==> config.mk <==
export PLATFORM = sky130hd
export DESIGN_NAME = bf_addsub_stage
export DESIGN_NICKNAME = d
export VERILOG_FILES = /design/src/rtl/kd_pkg.sv /design/src/rtl/mod_addsub_lane.sv /design/src/rtl/bf_addsub_stage.sv
export SDC_FILE = /design/constraint.sdc
export NUM_CORES = 1
export LEC_CHECK = 0
export CORE_MARGIN = 3
export CORE_UTILIZATION = 58
export DETAILED_ROUTE_END_ITERATION = 8
export PLACE_DENSITY = 0.81
export SKIP_LAST_GASP = 1
export SLEW_MARGIN = 15
export SYNTH_ARGS = -nofsm -noshare
export SYNTH_HDL_FRONTEND = slang
export SYNTH_SLANG_ARGS = --single-unit
==> constraint.sdc <==
create_clock -name clk -period 4.7 [get_ports clk]
set_input_delay 0.705 -clock clk [delete_from_list [all_inputs] [get_ports clk]]
set_output_delay 0.705 -clock clk [all_outputs]
set_load 0.02 [all_outputs]
==> src/rtl/kd_pkg.sv <==
// kd_pkg -- constants shared by the Kyber/Dilithium butterfly datapath.
//   KQ / KQ_W : Kyber modulus and lane width (two 12-bit lanes per 24-bit word)
//   DQ / DQ_W : Dilithium modulus and lane width (one 23-bit lane, bit 23 unused)
//   MODE_K / MODE_D : mode encoding, identical to the multiplier's mode input
package kd_pkg;

  localparam int KQ   = 3329;
  localparam int DQ   = 8380417;
  localparam int KQ_W = 12;
  localparam int DQ_W = 23;

  localparam logic MODE_K = 1'b0;
  localparam logic MODE_D = 1'b1;

endpackage

==> src/rtl/mod_addsub_lane.sv <==
// mod_addsub_lane -- one modular add/sub lane, purely combinational.
//   Computes (a + b) mod Q and (a - b) mod Q with a single conditional
//   correction each; a and b must already be < Q.
//   Optional feature macro: BF_INTT_HALF_EN -- when defined, both results are
//   additionally multiplied by 2^-1 mod Q (inverse-NTT scaling).
// Parameters:
//   W  lane width in bits
//   Q  modulus (Q < 2^W)
// Ports:
//   a     in   W  top operand
//   b     in   W  reduced product b*w
//   sum   out  W  (a + b) mod Q   [halved when BF_INTT_HALF_EN]
//   diff  out  W  (a - b) mod Q   [halved when BF_INTT_HALF_EN]
module mod_addsub_lane #(
  parameter int W = 12,
  parameter int Q = 3329
) (
  input  logic [W-1:0] a,
  input  logic [W-1:0] b,
  output logic [W-1:0] sum,
  output logic [W-1:0] diff
);

  localparam logic [W:0] QX = (W+1)'(Q);

  logic [W:0]   s_raw;
  logic [W:0]   d_raw;
  logic [W-1:0] s_mod;
  logic [W-1:0] d_mod;

  always_comb begin
    s_raw = {1'b0, a} + {1'b0, b};
    d_raw = {1'b0, a} - {1'b0, b};
    s_mod = W'((s_raw >= QX) ? (s_raw - QX) : s_raw);
    // A borrow out of the subtraction shows up as the extra top bit;
    // adding Q modulo 2^(W+1) brings the value back into [0, Q).
    d_mod = W'(d_raw[W] ? (d_raw + QX) : d_raw);
  end

`ifdef BF_INTT_HALF_EN
  // x/2 mod Q: for odd x, x+Q is even and still fits in W+1 bits since x < Q.
  function automatic logic [W-1:0] halve(input logic [W-1:0] x);
    logic [W:0] t;
    t = x[0] ? ({1'b0, x} + QX) : {1'b0, x};
    return W'(t >> 1);
  endfunction

  assign sum  = halve(s_mod);
  assign diff = halve(d_mod);
`else
  assign sum  = s_mod;
  assign diff = d_mod;
`endif

endmodule

==> src/rtl/bf_addsub_stage.sv <==
// bf_addsub_stage -- butterfly add/sub stage behind the shared modular multiplier.
//   Delays {in_valid, mode, a_in} by MUL_LAT cycles so each beat meets its
//   multiplier result bw_in, then registers a+b*w and a-b*w mod q.
//   Kyber: two independent 12-bit lanes (q=3329); Dilithium: one 23-bit lane
//   (q=8380417). Total latency MUL_LAT+1. A beat counter flags the last output
//   beat of every N_BF-beat frame.
//   Optional feature macro: BF_INTT_HALF_EN (results scaled by 2^-1 mod q,
//   no extra latency).
// Parameters:
//   MUL_LAT  multiplier latency in cycles (>= 1)
//   N_BF     butterflies per stage frame
// Ports:
//   clk        in   1   clock
//   rst        in   1   synchronous active-low reset
//   in_valid   in   1   a_in/mode beat valid (same cycle as multiplier launch)
//   mode       in   1   0 = Kyber dual-lane, 1 = Dilithium
//   a_in       in   24  top operand, {hi,lo} for Kyber, {1'b0,a} for Dilithium
//   bw_in      in   24  multiplier result, MUL_LAT cycles after its in_valid
//   out_valid  out  1   outputs valid
//   out_sum    out  24  (a + b*w) mod q, packed like a_in
//   out_diff   out  24  (a - b*w) mod q, packed like a_in
//   out_last   out  1   last beat of a frame
module bf_addsub_stage
  import kd_pkg::*;
#(
  parameter int MUL_LAT = 4,
  parameter int N_BF    = 128
) (
  input  logic        clk,
  input  logic        rst,
  input  logic        in_valid,
  input  logic        mode,
  input  logic [23:0] a_in,
  input  logic [23:0] bw_in,
  output logic        out_valid,
  output logic [23:0] out_sum,
  output logic [23:0] out_diff,
  output logic        out_last
);

  localparam int CNT_W = (N_BF > 1) ? $clog2(N_BF) : 1;
  localparam logic [CNT_W-1:0] CNT_LAST = CNT_W'(N_BF - 1);

  // ---------------------------------------------------------------
  // Delay line: free-running, only the valid bits need clearing.
  // ---------------------------------------------------------------
  logic [MUL_LAT-1:0] valid_pipe_reg;
  logic [MUL_LAT-1:0] mode_pipe_reg;
  logic [23:0]        a_pipe_reg [MUL_LAT];

  always_ff @(posedge clk) begin
    if (!rst) begin
      valid_pipe_reg[0] <= 1'b0;
    end else begin
      valid_pipe_reg[0] <= in_valid;
    end
    mode_pipe_reg[0] <= mode;
    a_pipe_reg[0]    <= a_in;
  end

  generate
    for (genvar gi = 1; gi < MUL_LAT; gi++) begin : g_delay
      always_ff @(posedge clk) begin
        if (!rst) begin
          valid_pipe_reg[gi] <= 1'b0;
        end else begin
          valid_pipe_reg[gi] <= valid_pipe_reg[gi-1];
        end
        mode_pipe_reg[gi] <= mode_pipe_reg[gi-1];
        a_pipe_reg[gi]    <= a_pipe_reg[gi-1];
      end
    end
  endgenerate

  logic        valid_d;
  logic        mode_d;
  logic [23:0] a_d;

  assign valid_d = valid_pipe_reg[MUL_LAT-1];
  assign mode_d  = mode_pipe_reg[MUL_LAT-1];
  assign a_d     = a_pipe_reg[MUL_LAT-1];

  // ---------------------------------------------------------------
  // Lanes: both modes are computed every cycle, the delayed mode picks.
  // ---------------------------------------------------------------
  logic [KQ_W-1:0] k_hi_sum, k_hi_diff, k_lo_sum, k_lo_diff;
  logic [DQ_W-1:0] d_sum, d_diff;

  mod_addsub_lane #(.W(KQ_W), .Q(KQ)) u_lane_k_hi (
    .a    (a_d[23:12]),
    .b    (bw_in[23:12]),
    .sum  (k_hi_sum),
    .diff (k_hi_diff)
  );

  mod_addsub_lane #(.W(KQ_W), .Q(KQ)) u_lane_k_lo (
    .a    (a_d[11:0]),
    .b    (bw_in[11:0]),
    .sum  (k_lo_sum),
    .diff (k_lo_diff)
  );

  mod_addsub_lane #(.W(DQ_W), .Q(DQ)) u_lane_d (
    .a    (a_d[22:0]),
    .b    (bw_in[22:0]),
    .sum  (d_sum),
    .diff (d_diff)
  );

  logic [23:0] sum_next;
  logic [23:0] diff_next;

  always_comb begin
    sum_next  = {k_hi_sum, k_lo_sum};
    diff_next = {k_hi_diff, k_lo_diff};
    if (mode_d == MODE_D) begin
      sum_next  = {1'b0, d_sum};
      diff_next = {1'b0, d_diff};
    end
  end

  // ---------------------------------------------------------------
  // Output registers and frame counter.
  // ---------------------------------------------------------------
  logic [CNT_W-1:0] count_reg;

  always_ff @(posedge clk) begin
    if (!rst) begin
      out_valid <= 1'b0;
      out_last  <= 1'b0;
      out_sum   <= '0;
      out_diff  <= '0;
      count_reg <= '0;
    end else begin
      out_valid <= valid_d;
      out_last  <= valid_d && (count_reg == CNT_LAST);
      if (valid_d) begin
        out_sum   <= sum_next;
        out_diff  <= diff_next;
        count_reg <= (count_reg == CNT_LAST) ? '0 : count_reg + 1'b1;
      end
    end
  end

endmodule

# Yosys cells after proc, flatten, opt, wreduce, memory -nomap -nowiden
# Memory sizes are Yosys's and may differ from the RTL's.
# Index checks and enable logic that the tools add are counted.
[totals]
input_bits = 52
rom_bits = 0
latchBits = 0
ramBits = 96
reg_bits = 65
mem_count = 1
[op_classes]
n_addsub = 13
multipliers = 0
bitwise = 0
div = 0
n_mux = 9
n_lt_le_gt_ge = 3
n_reduce_logical = 1
n_eq_ne = 1
shifts = 0
[memory_table]
columns = ["name", "depth", "width", "read_ports", "rd_ports_with_merged_regs", "wr", "line", "rtl"]
rows = [
  ["a_pipe_reg", 4, 24, 4, 0, 4, "bf_addsub_stage.sv:49", "logic [23:0] a_pipe_reg [MUL_LAT];"],
]
[op_table]
columns = ["operator", "count"]
rows = [
  ["12-bit 2-to-1 mux", 4],
  ["24-bit 2-to-1 mux", 2],
  ["23-bit 2-to-1 mux", 2],
  ["12-bit by 12-bit adder with 13-bit output", 2],
  ["13-bit by 12-bit >= comparator with 1-bit output (second input constant)", 2],
  ["12-bit by 12-bit subtractor with 13-bit output", 2],
  ["12-bit adder (second input constant)", 2],
  ["23-bit by 23-bit adder with 24-bit output", 1],
  ["24-bit by 23-bit >= comparator with 1-bit output (second input constant)", 1],
  ["12-bit subtractor (second input constant)", 2],
  ["23-bit by 23-bit subtractor with 24-bit output", 1],
  ["23-bit adder (second input constant)", 1],
  ["23-bit subtractor (second input constant)", 1],
  ["7-bit by 1-bit adder with 7-bit output (second input constant)", 1],
  ["7-bit equality test (second input constant)", 1],
  ["7-bit 2-to-1 mux", 1],
  ["1-bit logical AND", 1],
]

# Longest topological paths before layout
# Gate-level depths: netlist of run 1.
[depth]
word_depth = 4
depth_mapped = 15

# By module
# Synthesis of run 1 repeated with hierarchy kept, for this count alone.
[hier_totals]
hier_cells = 1482
hier_area_um2 = 12235.5
[by_module_without_submodules]
columns = ["mod", "seq_area_each_um2", "area_each_um2", "n_inst", "cells_each"]
rows = [
  ["bf_addsub_stage", 3223.1, 4624.4, 1, 365],
  ["mod_addsub_lane at u_lane_d", 0.0, 3787.4, 1, 566],
  ["mod_addsub_lane at u_lane_k_hi", 0.0, 1939.4, 1, 277],
  ["mod_addsub_lane at u_lane_k_lo", 0.0, 1884.3, 1, 274],
]

# Least setup slack after synthesis of run 1
# No wires, ideal clock.
[synth_path]
path_type = "input to register"
start = "input bw_in[12]"
end = "register out_sum[20]"
stages = 14
setup_slack_ps = 662
arrival_time_ps = 3934
required_time_ps = 4597
cell_sequence = "ha_1 -> inv_1 -> fa_1 -> nor3_1 -> nor3_4 -> o211ai_1 -> xnor2_1 -> mux2i_1 -> or3b_1 -> nor4_4 -> a31o_2 -> nand4_1 -> xnor2_1 -> a2111oi_2"
[synth_via]
elab_chain_len = 4
[synth_lines]
columns = ["item", "line", "rtl"]
rows = [
  ["start, declared", "bf_addsub_stage.sv:34", "input logic [23:0] bw_in,"],
  ["23-bit by 23-bit adder with 24-bit output / 12-bit by 12-bit adder with 13-bit output (equally long branches)", "mod_addsub_lane.sv:32", "s_raw = {1'b0, a} + {1'b0, b};"],
  ["23-bit subtractor (tied with other cells)", "mod_addsub_lane.sv:34", "s_mod = W'((s_raw >= QX) ? (s_raw - QX) : s_raw);"],
  ["23-bit 2-to-1 mux / 12-bit 2-to-1 mux (equally long branches)", "mod_addsub_lane.sv:34", ""],
  ["24-bit 2-to-1 mux (*)", "bf_addsub_stage.sv:116", "if (mode_d == MODE_D) begin"],
  ["end signal, assigned", "bf_addsub_stage.sv:138", "out_sum <= sum_next;"],
  ["end, declared", "bf_addsub_stage.sv:36", "output logic [23:0] out_sum,"],
]
# Mark *: on every way between the ends. The rest lies on a longest branch, timed or not.
# A chain may end at the register's enable or synchronous reset.

# Final worst setup path of run 1
[layout_path]
start = "input bw_in[0]"
end = "register out_sum[18]"
[layout_via]
elab_chain_len = 4
[layout_lines]
columns = ["item", "line"]
rows = [
  ["23-bit by 23-bit adder with 24-bit output (*)", "mod_addsub_lane.sv:32"],
  ["23-bit subtractor / 24-bit by 23-bit >= comparator with 1-bit output (equally long branches)", "mod_addsub_lane.sv:34"],
  ["23-bit 2-to-1 mux (*)", "mod_addsub_lane.sv:34"],
  ["24-bit 2-to-1 mux (*)", "bf_addsub_stage.sv:116"],
]
# Marks and branches as above.

==> results.yml, run 1 <==
clocking:
  cts_root_buf: "sky130_fd_sc_hd__clkbuf_16"
  numCtsBuffers: 17
  max-clock-path-buffers: 2
  htree_num_levels: 4
  cts_hold_repair.buffers: 0
  clock_sinks: 161
  cts_tree: "yes"
  path_clk_slew_ns: 0.07
  cts.repair.resized: 0
  post-cts-setup-buffer-count: 0
  clk_latency_ns: 0.43
place:
  hpwl_mm: 21.06
  placement.io_buffers: 101
  gp_routability_congestion: 0.9917
timing:
  fin_tns_setup_ns: 0
  drv_slew: 0
  clock_skew_ns: 0.009830
  finalHoldViolations: 0
  final.period_utilization_pct: 93.44
  max_slew.worst_pin.slew_ns: 1.003
  slew_headroom_pct: 33.04
  unrepaired_setup_endpoints_after_global_routing: "no"
  period_minus_slack_ns: 4.392
  maxClockFrequency_mhz: 227.7
  setup-violations-final: 0
die:
  fp.dieW_um: 135.2
  initial_utilization_pct: 60.09
  placementRows: 46
  floorplan.die.height_um: 135.2
  floorplan.core_area_sq_mm: 0.01612
  dieArea_sq_mm: 0.01828
  io_pins: 102
synth:
  netlist_top_cells_area: "sky130_fd_sc_hd__dfxtp_1 (33%), sky130_fd_sc_hd__ha_1 (7.2%), sky130_fd_sc_hd__xnor2_1 (6.9%)"
  number_of_distinct_library_cell_variants_in_the_gate_level_netlist_after_synthesis: 91
  post_synthesis_cell_count: 1132
  syn_avg_cell_area_sq_um: 8.555
  number_of_flip_flops_and_latches_in_the_synthesized_netlist: 161
  yosysTopAreaCellShare_pct: 33.28
  synth_warnings: 0
  synth_ff_type: "sky130_fd_sc_hd__dfxtp_1"
  synthMostInstantiatedCell: "sky130_fd_sc_hd__dfxtp_1"
  post_synth_edffs: 0
  mappedNetlistArea_sq_mm: 0.009684
  most_frequent_cells_after_synthesis: "sky130_fd_sc_hd__dfxtp_1 (161), sky130_fd_sc_hd__nor2_1 (91), sky130_fd_sc_hd__xnor2_1 (76), sky130_fd_sc_hd__a21oi_1 (67), sky130_fd_sc_hd__nand2_1 (67)"
  async_reset_ff_share_pct: 0
  seq_area_frac_synth_pct: 33.28
  area_leader_netlist: "sky130_fd_sc_hd__dfxtp_1"
  synth.net_count: 1244
route:
  vias: 9227
  drt_pass1_iterations: 7
  routed_wirelength_mm: 27.61
  drc: 0
  routedWlPerCell_um: 18.18
  detail-route-antenna-nets: 0
  avgViaCountPerCell: 6.074
  drtIter0Drc: 892
worst_setup_path:
  worst_ep_required_time_ns: 5.04
  reg2reg_depth: 14
  critical_path.reg2reg.startpoint: "a_pipe_reg[3][0]$_DFF_P_"
  path_class: "primary input to register"
  worst_setup_path_start_kind: "primary input"
  kind_of_capture_point_of_the_worst_setup_path: "register"
  worst_ep_arrival_time_ns: 4.73
  timing.critical_path.fanout_max: 6
  reg2reg_to: "out_sum[18]$_SDFFE_PN0P_"
  setup_slack_reg_to_reg_ns: 0.74
run:
  max_cap_violations: 0
layout:
  drive_above_1_share_pct: 13.28
  num_antenna_cells: 0
  max_reg_flops: 96
  nets: 1402
  areaGrowthSynthToFinish_pct: 24.29
  final_core_util_pct: 74.69
pwr:
  power.density_cell_area_mw_per_mm2: 342.0
  power.ir.vdd_worst_uv: 311.1
  power.static_leakage_uw: 0.004841
global_route:
  grt_max_degree: 61
  globalRouteTotalUtil_pct: 30.06
  grt_pass1_vias: 8664
  grt_overflow_total: 0
  first_pass_grt_wire_length_mm: 43.95
  number_of_antenna_violations_at_the_first_check_in_global_routing: 0
hold_path:
  hold_path.startpoint: "a_pipe_reg[2][2]$_DFF_P_"
  hold-path-cell-count: 0
  min_path_type: "register to register"
  worst_hold_path.endpoint: "a_pipe_reg[3][2]$_DFF_P_"
outcome:
  outcome: "completed"
area by class of cell:
class                           instances  area [sq um]
Clock buffer                           18         439.2
Clock inverter                         14         137.6
Fill cell                            1234          4079
Inverter                               60         225.2
Multi-Input combinational cell        859          6016
Sequential cell                       161          3224
Tap cell                              216         270.3
Timing Repair Buffer                  191          1724
critical path, stage by stage:
cell                              delay [ns]
sky130_fd_sc_hd__clkdlybuf4s50_1        0.44
sky130_fd_sc_hd__ha_1                   0.24
sky130_fd_sc_hd__fa_1                   0.41
sky130_fd_sc_hd__nor2b_4                0.17
sky130_fd_sc_hd__o31ai_1                0.36
sky130_fd_sc_hd__xnor2_1                0.25
sky130_fd_sc_hd__a2bb2oi_1              0.19
sky130_fd_sc_hd__and2_1                 0.26
sky130_fd_sc_hd__nor4b_4                0.45
sky130_fd_sc_hd__a31oi_2                0.24
sky130_fd_sc_hd__a31oi_4                0.33
sky130_fd_sc_hd__buf_4                  0.16
sky130_fd_sc_hd__nor3_1                 0.05
sky130_fd_sc_hd__or3_1                  0.31
sky130_fd_sc_hd__a31oi_1                0.16
report_power, final:
| group | total, uW | leakage, uW | internal [uW] | switching, uW |
|---|---|---|---|---|
| clock | 1350 | 0.000284 | 720 | 634 |
| sequential | 1440 | 0.00134 | 1420 | 21.8 |
| combinational | 1320 | 0.00322 | 554 | 767 |
worst max-delay path by stage:
stage                   start                        end
CTS                  bw_in[0]   out_sum[20]$_SDFFE_PN0P_
floorplan           bw_in[12]   out_sum[20]$_SDFFE_PN0P_
detailed placement   bw_in[0]   out_sum[20]$_SDFFE_PN0P_
global placement    bw_in[16]   out_sum[14]$_SDFFE_PN0P_
finish               bw_in[0]   out_sum[18]$_SDFFE_PN0P_
global route         bw_in[6]  out_diff[11]$_SDFFE_PN0P_
cells by family after synthesis:
| family | share of synthesized area (%) |
|---|---|
| AND/OR/NAND/NOR | 21.02 |
| AO/OA/AOI/OAI | 22.24 |
| flip-flops | 33.28 |
| buffers and inverters | 4.600 |
| XOR/XNOR | 9.225 |
| adder cells (fa/ha/maj) | 8.062 |
| multiplexers | 1.576 |
cells in the final DEF (no fill, tap or decap), types with 20 or more instances in the layout:
master | Yosys | final
sky130_fd_sc_hd__nor2_1 | 91 | 91
sky130_fd_sc_hd__o21ai_0 | 49 | 49
sky130_fd_sc_hd__xor2_1 | 26 | 26
sky130_fd_sc_hd__xnor2_1 | 76 | 76
sky130_fd_sc_hd__inv_1 | 57 | 57
sky130_fd_sc_hd__dfxtp_1 | 161 | 160
sky130_fd_sc_hd__nor3_1 | 28 | 28
sky130_fd_sc_hd__nand4_1 | 20 | 20
sky130_fd_sc_hd__a21oi_1 | 67 | 67
sky130_fd_sc_hd__clkdlybuf4s50_1 | 0 | 101
sky130_fd_sc_hd__nand3_1 | 41 | 41
sky130_fd_sc_hd__a31oi_1 | 21 | 21
sky130_fd_sc_hd__ha_1 | 56 | 56
sky130_fd_sc_hd__nand2_1 | 67 | 67
sky130_fd_sc_hd__a211oi_1 | 23 | 23
sky130_fd_sc_hd__buf_4 | 0 | 87
layer usage:
metal,vias to the layer above,track usage [%],part of all wire [%],wire (um)
met5,-,0,0,0
met4,0,7.951,1.7,469
met3,34,6.538,8.6,2377
met2,412,48.01,45,12370
met1,4354,41.44,45,12390
li1,4427,-,-,-
per-stage QoR:
step | std cells | hold slack [ns] | setup WS [ns] | instance area (sq um) | total power (uW)
after floorplan | 1132 | 0.3096 | 0.6623 | 9684 | 2291
after global routing | 1519 | 0.3231 | 0.1482 | 12040 | 4295
final | 1519 | 0.3217 | 0.3085 | 12040 | 4117
after CTS | 1519 | 0.3252 | 0.4391 | 12040 | 4107
after detailed placement | 1487 | 0.3121 | 0.003563 | 11460 | 2751
after global placement | 1487 | 0.3095 | 0.02024 | 11460 | 2731
No activity file was read; power rests on OpenSTA's default activity.
==> run 2, diff against run 1 <==
Settings changed: PLACE_DENSITY 0.81 to 0.85.
==> run 2 against run 1 <==
Against the previous run: non-clock buffer count increased by 2; maximum frequency is essentially flat; clock-buffer cell count down 1.
==> results.yml, run 2 (same netlist as run 1, synthesis figures left out) <==
layout:
  drive_above_1_share_pct: 13.41
  layout_commonest_cell: "sky130_fd_sc_hd__dfxtp_1"
  areaGrowthSynthToFinish_pct: 24.31
  layout.cells.most_common_list: "sky130_fd_sc_hd__dfxtp_1 (160), sky130_fd_sc_hd__clkdlybuf4s50_1 (101), sky130_fd_sc_hd__nor2_1 (91), sky130_fd_sc_hd__buf_4 (91), sky130_fd_sc_hd__xnor2_1 (76)"
  final_cells: 1521
  nets: 1404
  num_antenna_cells: 0
  fin_area_sq_mm: 0.01204
  max_reg_flops: 96
timing:
  max_slew.worst_pin.slew_ns: 1.028
  fin_tns_setup_ns: 0
  maxClockFrequency_mhz: 227.8
  setup-violations-final: 0
  unrepaired_setup_endpoints_after_global_routing: "no"
  final.period_utilization_pct: 93.38
  period_minus_slack_ns: 4.389
  finalHoldViolations: 0
  clock_skew_ns: 0.01167
  drv_slew: 0
  slew_headroom_pct: 31.41
pwr:
  clock_network_fraction_of_design_power_pct: 33.1
  power.static_leakage_uw: 0.004847
  total_power_uw: 4104
  sequential_share_of_power_pct: 35.1
  switching_share_pct: 34.69
  power.density_cell_area_mw_per_mm2: 340.9
  combinational_power_share_pct: 31.8
  power.ir.vdd_worst_uv: 410.1
  internal-power_uw: 2680
  power.switching_uw: 1424
worst_setup_path:
  path_class: "primary input to register"
  critPathMaxStageDelay_ns: 0.48
  worst_path_dominant_cell_family: "compound AO/OA/AOI/OAI gates"
  worst_setup_path_start_kind: "primary input"
  worstPathBufferInverterCount: 3
  timing.critical_path.fanout_max: 20
  worst_ep_required_time_ns: 5.01
  kind_of_capture_point_of_the_worst_setup_path: "register"
  worst_ep_arrival_time_ns: 4.69
  critical-path-top-cell-by-count: "sky130_fd_sc_hd__or3_1"
  crit_path_top_delay_cell: "sky130_fd_sc_hd__clkdlybuf4s50_1"
  critical_path_cell_sequence: "clkdlybuf4s50_1, inv_1, ha_1, buf_12, or3_1, a211oi_1, mux2i_1, o311a_1, a31oi_1, or3_1, a21o_1, nand2_1, xor2_1, a21oi_1, o311ai_0"
place:
  gp_routability_congestion: 1.013
  placement.io_buffers: 101
  place_inst: 1489
  dpl_cell_area_sq_mm: 0.01145
  hpwl_mm: 20.65
global_route:
  number_of_antenna_violations_at_the_first_check_in_global_routing: 0
  grt_max_degree: 61
  grt_overflow_total: 0
  first_pass_grt_wire_length_mm: 43.16
  grt_pass1_vias: 8472
  globalRouteTotalUtil_pct: 29.21
clocking:
  htree_num_levels: 4
  cts_tree: "yes"
  max-clock-path-buffers: 2
  clock_sinks: 161
  cts_hold_repair.buffers: 0
  clk_latency_ns: 0.43
  post-cts-setup-buffer-count: 0
  cts.repair.resized: 0
  path_clk_slew_ns: 0.07
  numCtsBuffers: 17
  cts_root_buf: "sky130_fd_sc_hd__clkbuf_16"
die:
  placementRows: 46
  floorplan.die.height_um: 135.2
  io_pins: 102
  dieArea_sq_mm: 0.01828
  floorplan.core_area_sq_mm: 0.01612
  fp.dieW_um: 135.2
  initial_utilization_pct: 60.09
hold_path:
  min_path_type: "register to register"
route:
  drt_pass1_iterations: 5
  detail-route-antenna-nets: 0
  vias: 9185
  drtIter0Drc: 1078
  avgViaCountPerCell: 6.039
  routed_wirelength_mm: 26.87
  drc: 0
  routedWlPerCell_um: 17.67
run:
  max_cap_violations: 0
outcome:
  outcome: "completed"
[run 2: cell count changes in the layout (fill, tap and decap cells not counted)]
cell / previous run / this run
sky130_fd_sc_hd__buf_4: 87 / 91
sky130_fd_sc_hd__inv_8: 5 / 3
sky130_fd_sc_hd__clkinv_4: 2 / 1
sky130_fd_sc_hd__inv_12: 0 / 1
sky130_fd_sc_hd__buf_12: 3 / 1
sky130_fd_sc_hd__clkbuf_8: 1 / 0
sky130_fd_sc_hd__clkinv_8: 1 / 3
sky130_fd_sc_hd__inv_6: 4 / 5
[run 2: final cells by class]
type	instances	area [sq um]
Clock buffer	17	425.4
Clock inverter	15	163.9
Fill cell	1224	4076
Inverter	60	225.2
Multi-Input combinational cell	859	6016
Sequential cell	161	3224
Tap cell	216	270.3
Timing Repair Buffer	193	1714
[run 2: final timing paths]
| path | startpoint | end | slack, ns | depth (start not counted) |
|---|---|---|---|---|
| max reg2reg | a_pipe_reg[3][16]$_DFF_P_ | out_sum[14]$_SDFFE_PN0P_ | 0.80 | 13 |
| min | a_pipe_reg[2][6]$_DFF_P_ | a_pipe_reg[3][6]$_DFF_P_ | 0.32 | 0 |
| max | bw_in[16] | out_sum[14]$_SDFFE_PN0P_ | 0.31 | 15 |
| min reg2reg | a_pipe_reg[2][6]$_DFF_P_ | a_pipe_reg[3][6]$_DFF_P_ | 0.32 | 0 |
[run 2: layer usage]
| layer | GRT usage, % | part of all wire, % | vias to the layer above |
|---|---|---|---|
| met1 | 41.25 | 45 | 4278 |
| met4 | 8.623 | 1.8 | 0 |
| met2 | 44.94 | 45 | 469 |
| met3 | 6.464 | 8.6 | 40 |
| li1 | - | - | 4398 |
| met5 | 0 | 0 | - |
[run 2: power by group through the flow]
stage	Clock, uW	Combinational, uW	Sequential [uW]
after global placement	0	1240	1470
final	1360	1310	1440
after global routing	1440	1400	1450
after detailed placement	0	1260	1470
after CTS	1380	1270	1440
after floorplan	0	814	1480
[run 2: metrics by stage]
stage	worst slack [ns]	util [%]	hold slack, ns
after floorplan	0.6623	-	0.3096
after global placement	0.03445	71.05	0.3095
after detailed placement	-0.02237	71.05	0.3121
after CTS	0.3940	74.71	0.3273
after global routing	0.1631	74.71	0.3316
final	0.3109	74.71	0.3235
==> run 3, diff against run 2 <==
Settings changed: CORE_ASPECT_RATIO set to 2, SLEW_MARGIN 15 to not set.
==> run 3 against run 2 <==
Against the previous run: sequential share of layout area is 0.42 points lower; setup slack improved by 0.046 ns; global-route usage is 4.7 points higher; clock-buffer cell count unchanged; power is 2.8% higher; combinational power grew 6%; cell count up 1.1%; via count up 3.4%; critical path type unchanged.
==> results.yml, run 3 (same netlist as run 1, synthesis figures left out) <==
place:
  place_inst: 1506
  pre_cts_slack_ns: -0.03978
  hpwl_mm: 24.49
  placement.io_buffers: 101
  gp_routability_congestion: 1.054
worst_setup_path:
  kind_of_capture_point_of_the_worst_setup_path: "register"
  path_class: "primary input to register"
  critical_path_cell_sequence: "clkdlybuf4s50_1, inv_1, ha_1, buf_4, nor2_1, a211oi_1, o21ai_0, buf_4, a211oi_1, xnor2_1, nor2_1, a21o_1, nand2_1, xor2_1, a21oi_1, o311ai_0"
  critPathMaxStageDelay_ns: 0.52
  crit_path_top_delay_cell: "sky130_fd_sc_hd__a211oi_1"
  worst_ep_arrival_time_ns: 4.69
  setup_slack_reg_to_reg_ns: 0.81
  reg2reg_to: "out_sum[20]$_SDFFE_PN0P_"
  critical_path.reg2reg.startpoint: "a_pipe_reg[3][0]$_DFF_P_"
  worst_setup_path_start_kind: "primary input"
  timing.critical_path.fanout_max: 11
  worst_ep_required_time_ns: 5.05
  reg2reg_depth: 13
hold_path:
  min_path_type: "register to register"
  hold-path-cell-count: 0
  hold_path.startpoint: "a_pipe_reg[1][2]$_DFF_P_"
  worst_hold_path.endpoint: "a_pipe_reg[2][2]$_DFF_P_"
route:
  detail-route-antenna-nets: 0
  avgViaCountPerCell: 6.174
  routed_wirelength_mm: 31.41
  vias: 9495
  routedWlPerCell_um: 20.42
  drtIter0Drc: 591
  drt_pass1_iterations: 6
  drc: 0
pwr:
  clock_network_fraction_of_design_power_pct: 32.8
  power.switching_uw: 1504
  power.ir.vdd_worst_uv: 325.0
  sequential_share_of_power_pct: 34.2
  power.density_cell_area_mw_per_mm2: 345.0
  power.static_leakage_uw: 0.004975
  internal-power_uw: 2715
  switching_share_pct: 35.65
  combinational_power_share_pct: 33.0
clocking:
  htree_num_levels: 4
  cts_root_buf: "sky130_fd_sc_hd__clkbuf_16"
  path_clk_slew_ns: 0.08
  clk_latency_ns: 0.45
  post-cts-setup-buffer-count: 0
  numCtsBuffers: 17
  max-clock-path-buffers: 2
  cts_hold_repair.buffers: 0
  cts_tree: "yes"
  clock_sinks: 161
  cts.repair.resized: 0
layout:
  num-fill-cells: 1198
  nets: 1433
  final_cells: 1538
  areaGrowthSynthToFinish_pct: 26.28
  drive_above_1_share_pct: 15.29
  num_antenna_cells: 0
  max_reg_flops: 96
  area.sequential_sq_mm: 0.003224
  layout.cells.most_common_list: "sky130_fd_sc_hd__dfxtp_1 (160), sky130_fd_sc_hd__buf_4 (121), sky130_fd_sc_hd__clkdlybuf4s50_1 (101)"
  multi_input_comb_area_sq_mm: 0.006016
  layout_commonest_cell: "sky130_fd_sc_hd__dfxtp_1"
timing:
  drv_slew: 0
  setup-violations-final: 0
  fin_tns_setup_ns: 0
  period_minus_slack_ns: 4.344
  unrepaired_setup_endpoints_after_global_routing: "no"
  finalHoldViolations: 0
  slew_headroom_pct: 25.38
  final.setup.worst_slack_ns: 0.3565
  max_slew.worst_pin.slew_ns: 1.109
  clock_skew_ns: 0.01161
  final.period_utilization_pct: 92.42
  maxClockFrequency_mhz: 230.2
global_route:
  first_pass_grt_wire_length_mm: 49.10
  grt_overflow_total: 0
  globalRouteTotalUtil_pct: 33.86
  grt.met2_usage_pct: 63.14
  grt_max_degree: 61
  number_of_antenna_violations_at_the_first_check_in_global_routing: 0
  use_met1_pct: 32.74
  groute.layer.met3.usage_pct: 5.076
  grt_pass1_vias: 9404
  most_congested_layer_reported_by_global_routing: "met2"
die:
  initial_utilization_pct: 59.23
  fp.dieW_um: 97.37
  floorplan.die.height_um: 188.7
  io_pins: 102
  dieArea_sq_mm: 0.01838
  placementRows: 66
  floorplan.core_area_sq_mm: 0.01635
outcome:
  outcome: "completed"
run:
  max_cap_violations: 0
## run 3: cell types whose count changed in the layout (fill, tap and decap cells not counted), sizes merged
cell	change
clkinv	+1
clkinvlp	+1
buf	+29
inv	-2
## run 3: worst max-delay path by stage
stage / end / startpoint / cells past startpoint
floorplan: out_sum[20]$_SDFFE_PN0P_ / bw_in[12] / 14
global placement: out_sum[14]$_SDFFE_PN0P_ / bw_in[16] / 16
detailed placement: out_sum[14]$_SDFFE_PN0P_ / bw_in[17] / 16
CTS: out_sum[20]$_SDFFE_PN0P_ / bw_in[0] / 14
global route: out_sum[20]$_SDFFE_PN0P_ / bw_in[17] / 15
finish: out_sum[14]$_SDFFE_PN0P_ / bw_in[17] / 16
## run 3: per-layer routing
layer | wire length [um] | vias to the layer above
met5 | 0 | -
met4 | 2450 | 0
met3 | 1268 | 141
met2 | 17000 | 394
met1 | 10690 | 4492
li1 | - | 4468
## run 3: final cells by class
type	instances	share of cell area [%]
clock buffer	17	3.479
clock inverter	15	1.340
inverter	60	1.842
multi-input combinational	859	49.19
sequential	161	26.37
tap	204	2.087
timing repair buffer	222	15.69
## run 3: power groups by stage
| stage | Sequential (uW) | Combinational, uW | Clock, uW |
|---|---|---|---|
| after CTS | 1440 | 1370 | 1390 |
| after floorplan | 1480 | 814 | 0 |
| after global placement | 1470 | 1330 | 0 |
| final | 1440 | 1390 | 1390 |
| after global routing | 1450 | 1480 | 1440 |
| after detailed placement | 1470 | 1350 | 0 |
## run 3: per-stage QoR
step / instance area, sq um / utilization, % / hold slack [ns] / power, uW
after floorplan: 9684 / - / 0.3096 / 2291
after global placement: 11640 / 71.19 / 0.3102 / 2805
after detailed placement: 11640 / 71.19 / 0.3121 / 2827
after CTS: 12230 / 74.79 / 0.3252 / 4198
after global routing: 12230 / 74.79 / 0.3258 / 4371
final: 12230 / 74.79 / 0.3226 / 4219
## run 3: worst max-delay path: cells and delay by family
family / cells / cell delay [ns]
adder cells (fa/ha/maj): 1 / 0.31
buffers and inverters: 4 / 0.96
AND/OR/NAND/NOR: 3 / 0.42
AO/OA/AOI/OAI: 6 / 1.87
XOR/XNOR: 2 / 0.40
